**src/rtl/chrono_ctrl_pkg.sv**
```systemverilog
// Shared definitions for the chronometer button sequencer.
// Holds the FSM state encodings and the event-priority rules used by the stopwatch top level.
package chrono_ctrl_pkg;

    localparam int STATE_W = 3;

    typedef enum logic [STATE_W-1:0] {
        ST_IDLE  = 3'd0,
        ST_ARM   = 3'd1,
        ST_RUN   = 3'd2,
        ST_PAUSE = 3'd3,
        ST_DONE  = 3'd4,
        ST_CLR   = 3'd5
    } chrono_state_e;

    // Event priority: clear > limit reached > start/stop; a lap in RUN is captured
    // alongside any transition except clear.
    function automatic logic drivesStart(chrono_state_e s);
        return (s == ST_ARM) || (s == ST_CLR);
    endfunction

endpackage

```
**src/rtl/chrono_ctrl_btn_event.sv**
```systemverilog
// Button conditioning: 2-FF synchroniser followed by a rising-edge detector.
// A held button yields a single one-cycle event.
module btn_event (
    input  logic clk,
    input  logic rst_n,
    input  logic btn_i,
    output logic event_o
);

    logic sync1_q;
    logic sync2_q;
    logic prev_q;

    always_ff @(posedge clk or negedge rst_n) begin
        if (!rst_n) begin
            sync1_q <= 1'b0;
            sync2_q <= 1'b0;
            prev_q  <= 1'b0;
        end else begin
            sync1_q <= btn_i;
            sync2_q <= sync1_q;
            prev_q  <= sync2_q;
        end
    end

    assign event_o = sync2_q & ~prev_q;

endmodule

```
**src/rtl/chrono_ctrl.sv**
```systemverilog
// Button-driven sequencer for the chronometer: turns start/stop, lap and clear
// buttons into chronometer start/enable controls, captures laps and stops at the limit.
module chrono_ctrl
    import chrono_ctrl_pkg::*;
#(
    parameter int LIMIT_CNT = 1000,
    parameter int TIMER_W   = $clog2(LIMIT_CNT),
    parameter int LAP_W     = 4
) (
    input  logic               clk,
    input  logic               rst_n,
    input  logic               btn_start_stop,
    input  logic               btn_lap,
    input  logic               btn_clear,
    input  logic [TIMER_W-1:0] timer,
    output logic               chrono_start,
    output logic               chrono_enable,
    output logic [TIMER_W-1:0] lap_time,
    output logic               lap_valid,
    output logic [LAP_W-1:0]   lap_count,
    output logic               running,
    output logic               done,
    output logic [STATE_W-1:0] state
);

    logic evSs;
    logic evLap;
    logic evClr;

    btn_event uSsEvent  (.clk(clk), .rst_n(rst_n), .btn_i(btn_start_stop), .event_o(evSs));
    btn_event uLapEvent (.clk(clk), .rst_n(rst_n), .btn_i(btn_lap),        .event_o(evLap));
    btn_event uClrEvent (.clk(clk), .rst_n(rst_n), .btn_i(btn_clear),      .event_o(evClr));

    chrono_state_e     state_q, state_d;
    logic              chronoStart_q;
    logic              chronoEnable_q;
    logic              running_q;
    logic              done_q;
    logic [TIMER_W-1:0] lapTime_q;
    logic              lapValid_q;
    logic [LAP_W-1:0]  lapCount_q;

    logic atLimit;
    logic lapTake;

    assign atLimit = (timer == TIMER_W'(LIMIT_CNT - 1));
    assign lapTake = evLap && !evClr && (state_q == ST_RUN);

    always_comb begin
        state_d = state_q;
        if (evClr) begin
            state_d = ST_CLR;
        end else begin
            unique case (state_q)
                ST_IDLE:  if (evSs) state_d = ST_ARM;
                ST_ARM:   state_d = ST_RUN;
                ST_RUN: begin
                    if (atLimit)   state_d = ST_DONE;
                    else if (evSs) state_d = ST_PAUSE;
                end
                ST_PAUSE: if (evSs) state_d = ST_RUN;
                ST_DONE:  state_d = ST_DONE;
                ST_CLR:   state_d = ST_IDLE;
                default:  state_d = ST_IDLE;
            endcase
        end
    end

    // Outputs are decoded from the next state so they line up with the state register.
    always_ff @(posedge clk or negedge rst_n) begin
        if (!rst_n) begin
            state_q        <= ST_IDLE;
            chronoStart_q  <= 1'b0;
            chronoEnable_q <= 1'b0;
            running_q      <= 1'b0;
            done_q         <= 1'b0;
        end else begin
            state_q        <= state_d;
            chronoStart_q  <= drivesStart(state_d);
            chronoEnable_q <= (state_d == ST_RUN);
            running_q      <= (state_d == ST_RUN);
            done_q         <= (state_d == ST_DONE);
        end
    end

    always_ff @(posedge clk or negedge rst_n) begin
        if (!rst_n) begin
            lapTime_q  <= '0;
            lapValid_q <= 1'b0;
            lapCount_q <= '0;
        end else if (state_d == ST_CLR) begin
            lapTime_q  <= '0;
            lapValid_q <= 1'b0;
            lapCount_q <= '0;
        end else if (lapTake) begin
            lapTime_q  <= timer;
            lapValid_q <= 1'b1;
            lapCount_q <= lapCount_q + 1'b1;
        end else begin
            lapValid_q <= 1'b0;
        end
    end

    assign chrono_start  = chronoStart_q;
    assign chrono_enable = chronoEnable_q;
    assign running       = running_q;
    assign done          = done_q;
    assign lap_time      = lapTime_q;
    assign lap_valid     = lapValid_q;
    assign lap_count     = lapCount_q;
    assign state         = state_q;

endmodule

```
**config.mk**
```make
export PLATFORM = sky130hd
export DESIGN_NAME = chrono_ctrl
export DESIGN_NICKNAME = d
export VERILOG_FILES = /design/src/rtl/chrono_ctrl_pkg.sv /design/src/rtl/chrono_ctrl_btn_event.sv /design/src/rtl/chrono_ctrl.sv
export SDC_FILE = /design/constraint.sdc
export NUM_CORES = 1
export LEC_CHECK = 0
export ABC_AREA = 1
export CAP_MARGIN = 5
export CORE_MARGIN = 10
export CORE_UTILIZATION = 48
export CTS_BUF_LIST = sky130_fd_sc_hd__clkbuf_2
export DETAILED_ROUTE_END_ITERATION = 8
export PLACE_DENSITY = 0.91
export RECOVER_POWER = 100
export SLEW_MARGIN = 20
export SYNTH_ARGS = -nofsm -noshare
export SYNTH_HDL_FRONTEND = slang
export SYNTH_SLANG_ARGS = --single-unit
```
**constraint.sdc**
```tcl
create_clock -name clk -period 1.3 [get_ports clk]
set_input_delay 0.26 -clock clk [delete_from_list [all_inputs] [get_ports clk]]
set_output_delay 0.26 -clock clk [all_outputs]
set_load 0.1 [all_outputs]
```
==> summary.txt <==
Setup path
  – Setup crit end kind: flop
  – Arrival @ worst endpoint: 1.77 ns
  – Crit path max fanout: 7
  – Crit start category: flop
  – Setup CP Type: flop to flop
  – WP data required: 1.58 ns

Route
  – Detailed router's first-iteration violation count: 145
  – Routed wire length: 6040 um
  – Final ANT Viol Nets: 0
  – Vias per Instance: 5.89
  – DRC: 0
  – Vias: 1,291
  – Avg WL per Cell: 27.6 um
  – Drt first pass iters: 5

Clock network
  – CTS tree: built
  – Clock latency on the worst-skew pair: 0.39 ns
  – Hold_buf cts: 0
  – CTS root buffer: clkbuf_2
  – Clock transition at the registers of the reported paths: 0.18 ns
  – H-tree level count: 2
  – CTS buffer count: 5
  – Clock buffer depth: 2
  – Clock sink count: 30

Placement
  – Port buffer count: 36
  – Hpwl dp: 2750 um
  – Setup WS pre-CTS: -0.298 ns
  – Placed inst area: 1910 um^2
  – Final RePlAce weighted congestion: 0.829

STA
  – Final count of pins violating max slew: 0
  – Setup Skew: 0.0185 ns
  – Post-layout min period: 1.49 ns
  – Fmax: 670 MHz
  – Relative slew slack: 50.6%
  – RSZ-0062 raised after global routing: true
  – Slew at the pin closest to its max-slew limit: 0.741 ns
  – Final Hold Violating Endpoints: 0
  – Finish-stage setup viols: 35
  – Final period util: 115%
  – Worst Setup Slack, final: -0.193 ns

Logic synthesis
  – #FFs+latches synth: 30
  – Distinct cells, synth: 24
  – Sequential area share after synthesis: 61.2%
  – Net Count, Synth: 139
  – Mapped Area: 1230 um^2
  – Compound-Gate Fraction of Synth Area: 4.69%
  – Synth Area in XOR/XNOR: 1.43%
  – Post-Syn Instances: 123
  – Avg Inst Size Synth: 9.97 um^2
  – Adder-Cell Fraction of Synth Area: 1.02%
  – Simple-gate area share of the yosys netlist: 25.1%
  – Post-synthesis mux area share: 0%
  – Ys Warns: 0
  – Main combinational cell family by area after synthesis: simple AND/OR/NAND/NOR gates

Min path
  – Min-delay worst type: input pin to flop

Final layout
  – Filler Cell Count: 68
  – Layout cells sized above 1: 58.7%
  – Inserted Diodes: 0
  – Synth-to-Final Area Change: 86.2%
  – Finished Cell Area: 2280 um^2
  – Layout Nets: 204

GRT
  – Tot GR Track Use: 18.0%
  – Number of antenna violations at the first check in global routing: 0
  – Congestion Overflow GR: 0
  – First-pass GRT wire length: 6980 um
  – Largest net degree at the start of global routing: 31
  – Vias in the first global route: 1,349

Power
  – Power density cells: 1870 nW/um^2
  – Leakage: 1.06 nW
  – Peak supply drop: 2.19 mV

Die
  – Overall die height: 70.5 um
  – Num rows: 18
  – Die width: 70.5 um
  – Initial Utilization: 49.9%
  – Core area: 2450 um^2
  – Die area: 4980 um^2
  – # IOs: 37

Outcome
  – Status: finished with violations
  – Failing checks: setup timing

Flow run
  – Max-cap violation count: 0
critical path, cell delays in order, from the launching register on:
cell and delay, ns:
dfrtp_4 0.54, inv_4 0.08, nand2_4 0.06, nor2_4 0.16, nand3_4 0.20, buf_6 0.20
nand3_2 0.07, o31ai_2 0.07
where the power goes:
group	internal (mW)	switching, mW	total (mW)
clock network	0.122	0.373	0.495
logic	0.882	1.59	2.47
registers	1.10	0.213	1.31
total	2.10	2.17	4.28
flip-flops by register name, indices dropped and copies added, names as in the netlist:
| signal | count |
|---|---|
| lap_time | 10 |
| lap_count | 4 |
| state | 3 |
| chrono_start | 1 |
| done | 1 |
| lap_valid | 1 |
| running | 1 |
| uClrEvent.prev_q | 1 |
| uClrEvent.sync1_q | 1 |
| uClrEvent.sync2_q | 1 |
| uLapEvent.prev_q | 1 |
| uLapEvent.sync1_q | 1 |
| uLapEvent.sync2_q | 1 |
| uSsEvent.prev_q | 1 |
| uSsEvent.sync1_q | 1 |
| uSsEvent.sync2_q | 1 |
kinds of logic (layout without fill, tap and decap cells):
| family | count (synthesis) | in the layout |
|---|---|---|
| fa+ha+maj | 1 | 1 |
| compound gates | 8 | 8 |
| xor+xnor | 2 | 2 |
| flops | 30 | 30 |
| simple gates | 66 | 66 |
| buf+inv | 16 | 82 |
cells in the mapped netlist:
library cell,count,area share [%]
ha_1,1,1.0
nor2_1,11,3.4
dfrtp_1,30,61
nor3_1,1,0.41
xor2_1,1,0.71
clkinv_1,1,0.31
nand3_1,18,7.3
o21bai_1,1,0.61
nand3_2,2,1.6
o22a_2,1,0.82
nand2_1,29,8.9
buf_2,1,0.41
nand2_2,2,1.0
inv_2,2,0.61
buf_6,2,1.8
o21ai_0,3,1.2
a21oi_1,1,0.41
xnor2_1,1,0.71
nor2_4,2,1.8
buf_4,1,0.61
nand3b_1,1,0.61
o31ai_1,1,0.61
inv_1,9,2.8
o31ai_2,1,1.0
worst paths after layout:
kind | startpoint | end | depth (start not counted) | slack (ns)
hold / removal | timer[1] | lap_time[1] | 3 | 0.23
setup reg to reg | state[2] | lap_count[2] | 7 | -0.19
setup / recovery | state[2] | lap_count[2] | 7 | -0.19
min in group asynchronous | rst_n | lap_time[7] | 2 | 0.45
hold reg to reg | uSsEvent.sync1_q | uSsEvent.sync2_q | 0 | 0.37
max in group asynchronous | rst_n | state[0] | 2 | 0.28
layout make-up:
cell class | instances | area, um^2 | share of cell area (%)
Multi-Input combinational cell | 77 | 576 | 25.2
Sequential cell | 30 | 773 | 33.9
Tap cell | 30 | 37.5 | 1.64
Inverter | 12 | 50.0 | 2.19
Clock inverter | 3 | 16.3 | 0.712
Timing Repair Buffer | 62 | 806 | 35.3
Clock buffer | 5 | 25.0 | 1.10
per-layer routing:
| metal | vias to the layer above | part of all wire [%] | global-route usage [%] |
|---|---|---|---|
| met3 | 33 | 10 | 7.39 |
| met1 | 627 | 34 | 16.6 |
| li1 | 527 | - | - |
| met2 | 104 | 48 | 31.0 |
| met4 | 0 | 7.3 | 13.5 |
| met5 | - | 0 | 0 |
through the flow:
stage	setup TNS (ns)	utilization (%)	std cells	hold slack (ns)	power (mW)
2_1_floorplan	-2.05	-	123	-0.0356	2.49
3_3_place_gp	-1.06	78.0	194	0.331	3.26
3_5_place_dp	-2.20	78.0	194	0.335	3.33
4_1_cts	-0.556	83.5	205	0.218	3.82
5_1_grt	-4.36	93.0	219	0.222	4.37
6_report	-3.27	93.0	219	0.230	4.28
cells in the final DEF (no fill, tap or decap), types with 2 or more instances in the layout:
| cell | count |
|---|---|
| buf_12 | 22 |
| nand2_1 | 21 |
| dfrtp_1 | 18 |
| buf_4 | 18 |
| nand3_2 | 13 |
| inv_1 | 9 |
| clkdlybuf4s50_1 | 9 |
| dfrtp_2 | 9 |
| nand2_2 | 7 |
| clkbuf_2 | 6 |
| buf_6 | 6 |
| nor2_2 | 5 |
| nor2_1 | 4 |
| nand3_1 | 4 |
| nor2_4 | 4 |
| dlygate4sd3_1 | 4 |
| nand2_4 | 3 |
| nand3_4 | 3 |
| dfrtp_4 | 3 |
| inv_4 | 2 |
| o21ai_2 | 2 |
repair_timing:
item	in CTS	in global routing
setup buffers	3	14
gates cloned	0	0
endpoints found under the setup margin	18	36
resized for setup	19	40
pin swaps	3	13
Note: power is estimated with default switching activity, not from simulation.
